`src/rtl/my_dcm.sv`:
```
// my_dcm: synthesizable stand-in for an FPGA clock manager wrapper.
//
// Divides CLK_IN by DIVIDE to produce CLK_OUT1. CLK_OUT1 is high for HIGH_CYCLES input cycles
// of every output period. LOCKED rises on the LOCK_CYCLES-th rising edge after reset release
// and stays high until the next reset.
//
// Ports:
//   CLK_IN   - reference clock; all state updates on its rising edge
//   RESET    - synchronous, active-high reset
//   CLK_OUT1 - divided clock, driven straight from a flop
//   LOCKED   - high once CLK_OUT1 is considered stable
//
// Optional build macro MY_DCM_OUT_GATE_EN: when defined, the divider is held at phase 0 with
// CLK_OUT1 low until LOCKED is high, so no partial pulses appear before lock.

module my_dcm #(
  parameter int unsigned DIVIDE      = 2,
  parameter int unsigned HIGH_CYCLES = DIVIDE / 2,
  parameter int unsigned LOCK_CYCLES = 16
) (
  input  logic CLK_IN,
  input  logic RESET,
  output logic CLK_OUT1,
  output logic LOCKED
);

  localparam int unsigned CntW  = (DIVIDE > 2) ? $clog2(DIVIDE) : 1;
  localparam int unsigned LockW = (LOCK_CYCLES > 1) ? $clog2(LOCK_CYCLES + 1) : 1;

  // Elaboration-time parameter checks.
  if (DIVIDE < 2) begin : g_bad_divide
    $error("my_dcm: DIVIDE must be >= 2");
  end
  if (HIGH_CYCLES < 1 || HIGH_CYCLES > DIVIDE - 1) begin : g_bad_high
    $error("my_dcm: HIGH_CYCLES must be in 1..DIVIDE-1");
  end
  if (LOCK_CYCLES < 1) begin : g_bad_lock
    $error("my_dcm: LOCK_CYCLES must be >= 1");
  end

  // Power-up values: the block runs from the first edge even without a reset.
  logic [CntW-1:0]  cnt_q    = '0;
  logic [LockW-1:0] lcnt_q   = '0;
  logic             out_q    = 1'b0;
  logic             locked_q = 1'b0;

  logic [CntW-1:0]  cnt_d;
  logic [LockW-1:0] lcnt_d;
  logic             out_d;
  logic             locked_d;

  always_comb begin
    cnt_d    = (32'(cnt_q) == DIVIDE - 1) ? '0 : cnt_q + CntW'(1);
    out_d    = (32'(cnt_q) < HIGH_CYCLES);
    lcnt_d   = (32'(lcnt_q) < LOCK_CYCLES) ? lcnt_q + LockW'(1) : lcnt_q;
    // Lock asserts on the edge that brings the count to LOCK_CYCLES.
    locked_d = locked_q || (32'(lcnt_q) + 32'd1 >= LOCK_CYCLES);
`ifdef MY_DCM_OUT_GATE_EN
    // Uses the registered lock, so the first high pulse lands one edge after LOCKED rises.
    if (!locked_q) begin
      cnt_d = '0;
      out_d = 1'b0;
    end
`endif
  end

  always_ff @(posedge CLK_IN) begin
    if (RESET) begin
      cnt_q    <= '0;
      lcnt_q   <= '0;
      out_q    <= 1'b0;
      locked_q <= 1'b0;
    end else begin
      cnt_q    <= cnt_d;
      lcnt_q   <= lcnt_d;
      out_q    <= out_d;
      locked_q <= locked_d;
    end
  end

  assign CLK_OUT1 = out_q;
  assign LOCKED   = locked_q;

endmodule

```
`config.mk`:
```
export PLATFORM = sky130hd
export DESIGN_NAME = my_dcm
export DESIGN_NICKNAME = d
export VERILOG_FILES = /design/src/rtl/my_dcm.sv
export SDC_FILE = /design/constraint.sdc
export NUM_CORES = 1
export LEC_CHECK = 0
export CORE_AREA = 2 2 39 41
export DETAILED_ROUTE_END_ITERATION = 10
export DIE_AREA = 0 0 41 43
export PLACE_DENSITY = 0.39
export SLEW_MARGIN = 20
export SYNTH_ARGS = -nofsm -noshare
export SYNTH_HDL_FRONTEND = slang
export SYNTH_SLANG_ARGS = --single-unit
```
`constraint.sdc`:
```
create_clock -name CLK_IN -period 1.45 [get_ports CLK_IN]
set_clock_uncertainty 0.15 [all_clocks]
set_input_delay 0.29 -clock CLK_IN [delete_from_list [all_inputs] [get_ports CLK_IN]]
set_output_delay 0.29 -clock CLK_IN [all_outputs]
set_load 0.02 [all_outputs]
```
==> flow_metrics.py <==
metrics = {
    "floorplan": {
        "fp.coreArea_um2": 1384,
        "floorplan.io_pins": 4,
        "initial_util_pct": 21.16,
        "fp.dieArea_um2": 1763,
        "fp-row-count": 14,
        "fp.dieW_um": 41,
        "dieHeight_um": 43,
    },
    "min_path": {
        "holdPathStages": 1,
        "min_to": "CLK_OUT1",
        "holdCritPathClass": "reg -> reg",
        "worstHoldStart": "cnt_q",
    },
    "route": {
        "drt_wl_total_um": 464,
        "residual_drc": 0,
        "wire_per_inst_um": 9.469,
        "vias": 201,
        "vias_per_cell": 4.102,
        "first_pass_iters": 6,
        "antenna_violating_nets_post_route": 0,
        "first_iter_violations": 7,
    },
    "clock_tree": {
        "number_of_buffers_inserted_by_hold_repair_at_cts": 0,
        "post-cts-setup-buffers": 0,
        "tritoncts.num_buffers": 3,
        "cts_tree": "yes",
        "cts_buffer_depth": 2,
        "clock_tree.htree_level_count": 1,
        "insertion_delay_ns": 0.25,
        "cts_repair_resize_count": 2,
        "register_clock_pin_slew_on_the_reported_worst_setup_and_hold_paths_ns": 0.05,
        "cts_root_buf": "clkbuf_4",
        "clock_sink_count": 8,
    },
    "sta": {
        "finalMaxSlewViolations": 0,
        "fin_setup_tns_ns": 0,
        "number_of_hold_violations_in_the_final_report": 0,
        "worst_slew_margin_pct": 79.75,
        "post-route-worst-setup-slack_ns": 0.1088,
        "worst_pin_slew_ns": 0.3028,
        "post-route-min-period_ns": 1.341,
        "fmax_mhz": 745.6,
        "final_cycle_share_pct": 92.50,
        "rsz0062_at_grt": "no",
        "number_of_setup_violations_in_the_final_report": 0,
    },
    "flow_run": {
        "drv.max_cap_violation_count": 0,
    },
    "power_and_ir_drop": {
        "switchingPower_uw": 95.21,
        "p_comb_share_pct": 6.4,
        "power.ir.vdd_worst_v": 0.0003352,
        "power_density_nw_per_um2": 1212,
        "total_leakage_power_uw": 0.0001491,
        "power_share_of_the_clock_group_pct": 38.2,
        "p_seq_share_pct": 55.4,
        "p_int_uw": 340.2,
        "sw_frac_of_total_pct": 21.87,
    },
    "logic_synthesis": {
        "synth_area_leader_cell": "dfxtp_1",
        "synth-async-reset-ratio_pct": 0,
        "synth_edf_count": 0,
        "ys_seq_elements": 8,
        "synth_area_leaders": "dfxtp_1 55%, nor2_1 9.0%, xor2_1 6.0%",
        "post-synth-top-area-fraction_pct": 54.70,
        "syn-instance-count": 28,
        "post_synth_most_frequent_cells": "8 x dfxtp_1, 7 x nor2_1, 2 x xor2_1",
        "netlist-cell-type-count": 14,
        "synth_area_um2": 292.8,
        "top_ff_cell_synth": "dfxtp_1",
        "synth_warnings": 0,
        "yosys.cell_count.top_type": "dfxtp_1",
        "synth-seq-area-share_pct": 54.70,
        "synthesis.nets": 31,
        "post_synth.cell_area_avg_um2": 10.46,
    },
    "global_route": {
        "first_global_vias": 192,
        "grt_start_max_net_pins": 9,
        "grt_util_all_layers_pct": 7.863,
        "grt_antenna_before_repair": 0,
        "grt_remaining_overflow": 0,
        "grt_pass1_wl_um": 786,
    },
    "critical_path": {
        "largest_driver_fanout_on_the_critical_path": 2,
        "worst-r2r-setup-slack_ns": 0.15,
        "timing.critical_path.arrival_ns": 0.90,
        "critical_path.n_buffers_inverters": 1,
        "worst_setup_path_startpoint": "LOCKED",
        "cell_chain_critical_path": "dlygate4sd2_1",
        "slowest_delay_ns": 0.33,
        "critPathCaptureType": "primary output",
        "cp-start-kind": "flip-flop",
        "timing.critical_path.slowest_stage_cell": "dlygate4sd2_1",
        "path_delay_family": "buffers and inverters",
        "criticalPathCategory": "reg -> out",
        "timing.reg2reg.worst_path_depth": 4,
        "r2r_end": "LOCKED",
        "launch_instance_of_the_worst_register_to_register_path": "lcnt_q[0]",
        "worst_ep_required_time_ns": 1.01,
    },
    "place": {
        "dp_slack_ns": 0.1098,
        "gpl.final_weighted_congestion": 0.7029,
        "placement.io_buffers": 3,
        "placedCellCount": 46,
    },
    "cells_and_area": {
        "antennaDiodeCount": 0,
        "fill_cells": 151,
        "finish.net_count": 38,
        "multi_input_comb_area_um2": 125.1,
        "syn_to_final_growth_pct": 22.65,
        "fraction_of_layout_cells_with_a_size_suffix_above_1_pct": 15.15,
        "final_cells": 49,
        "area_of_all_sequential_standard_cells_um2": 160.2,
    },
    "outcome": {
        "status": "completed",
    },
}
-- logic make-up after synthesis --
| logic type | share of synthesized area (%) |
|---|---|
| AOI/OAI and AO/OA | 11.11 |
| xor gates and xnor gates | 8.976 |
| adders and majority gates | 4.273 |
| buffers and inverters | 2.562 |
| DFF | 54.70 |
| muxes | 3.419 |
| and+or+nand+nor | 14.96 |
-- how the worst max path moves through the flow --
stage / end / cells after the start
after floorplan: LOCKED / 4
after global placement: LOCKED / 1
after detailed placement: LOCKED / 1
after CTS: LOCKED / 1
after global routing: LOCKED / 1
final: LOCKED / 1
-- through the flow --
stage               power, µW  area (µm²)  hold slack (ns)  utilization [%]
finish                  435.4       359.1           0.2644            25.95
global route            464.7       359.1           0.2885            25.95
CTS                     444.9       359.1           0.2667            25.95
detailed placement      275.5       339.1           0.2574            24.50
global placement        275.0       339.1           0.2583            24.50
floorplan               264.5       292.8           0.2432                -
-- power groups by stage --
stage / Clock (µW) / Sequential [µW] / Combinational, µW
floorplan: 0 / 246 / 18.4
global placement: 0 / 245 / 29.7
detailed placement: 0 / 246 / 29.9
CTS: 175 / 241 / 28.7
global route: 190 / 242 / 32.3
finish: 166 / 241 / 28.0
-- cell type report --
class | count | share of cell area, %
sequential | 8 | 44.60
tap | 16 | 5.575
multi-input combinational | 18 | 34.84
inverter | 1 | 1.045
timing repair buffer | 3 | 7.666
clock buffer | 3 | 6.272
-- placed cells by master, fill, tap and decap left out, drive strengths merged, types with 2 or more instances in the layout --
cell	Yosys	final
dfxtp	8	8
nor2	7	7
clkbuf	1	3
xor2	2	2
dlygate4sd2	0	2
-- per-layer routing --
metal / vias up / global-route usage, % / wire length, µm
met5: - / 0 / 0
met4: 0 / 10.00 / 0
met3: 0 / 4.712 / 28
met2: 4 / 8.438 / 211
met1: 91 / 8.795 / 224
li1: 106 / - / -
-- flip-flops by register name, indices dropped and copies added (netlist names) --
signal,count
LOCKED,1
cnt_q,1
lcnt_q,5
CLK_OUT1,1
No activity file was read; power rests on OpenSTA's default activity.
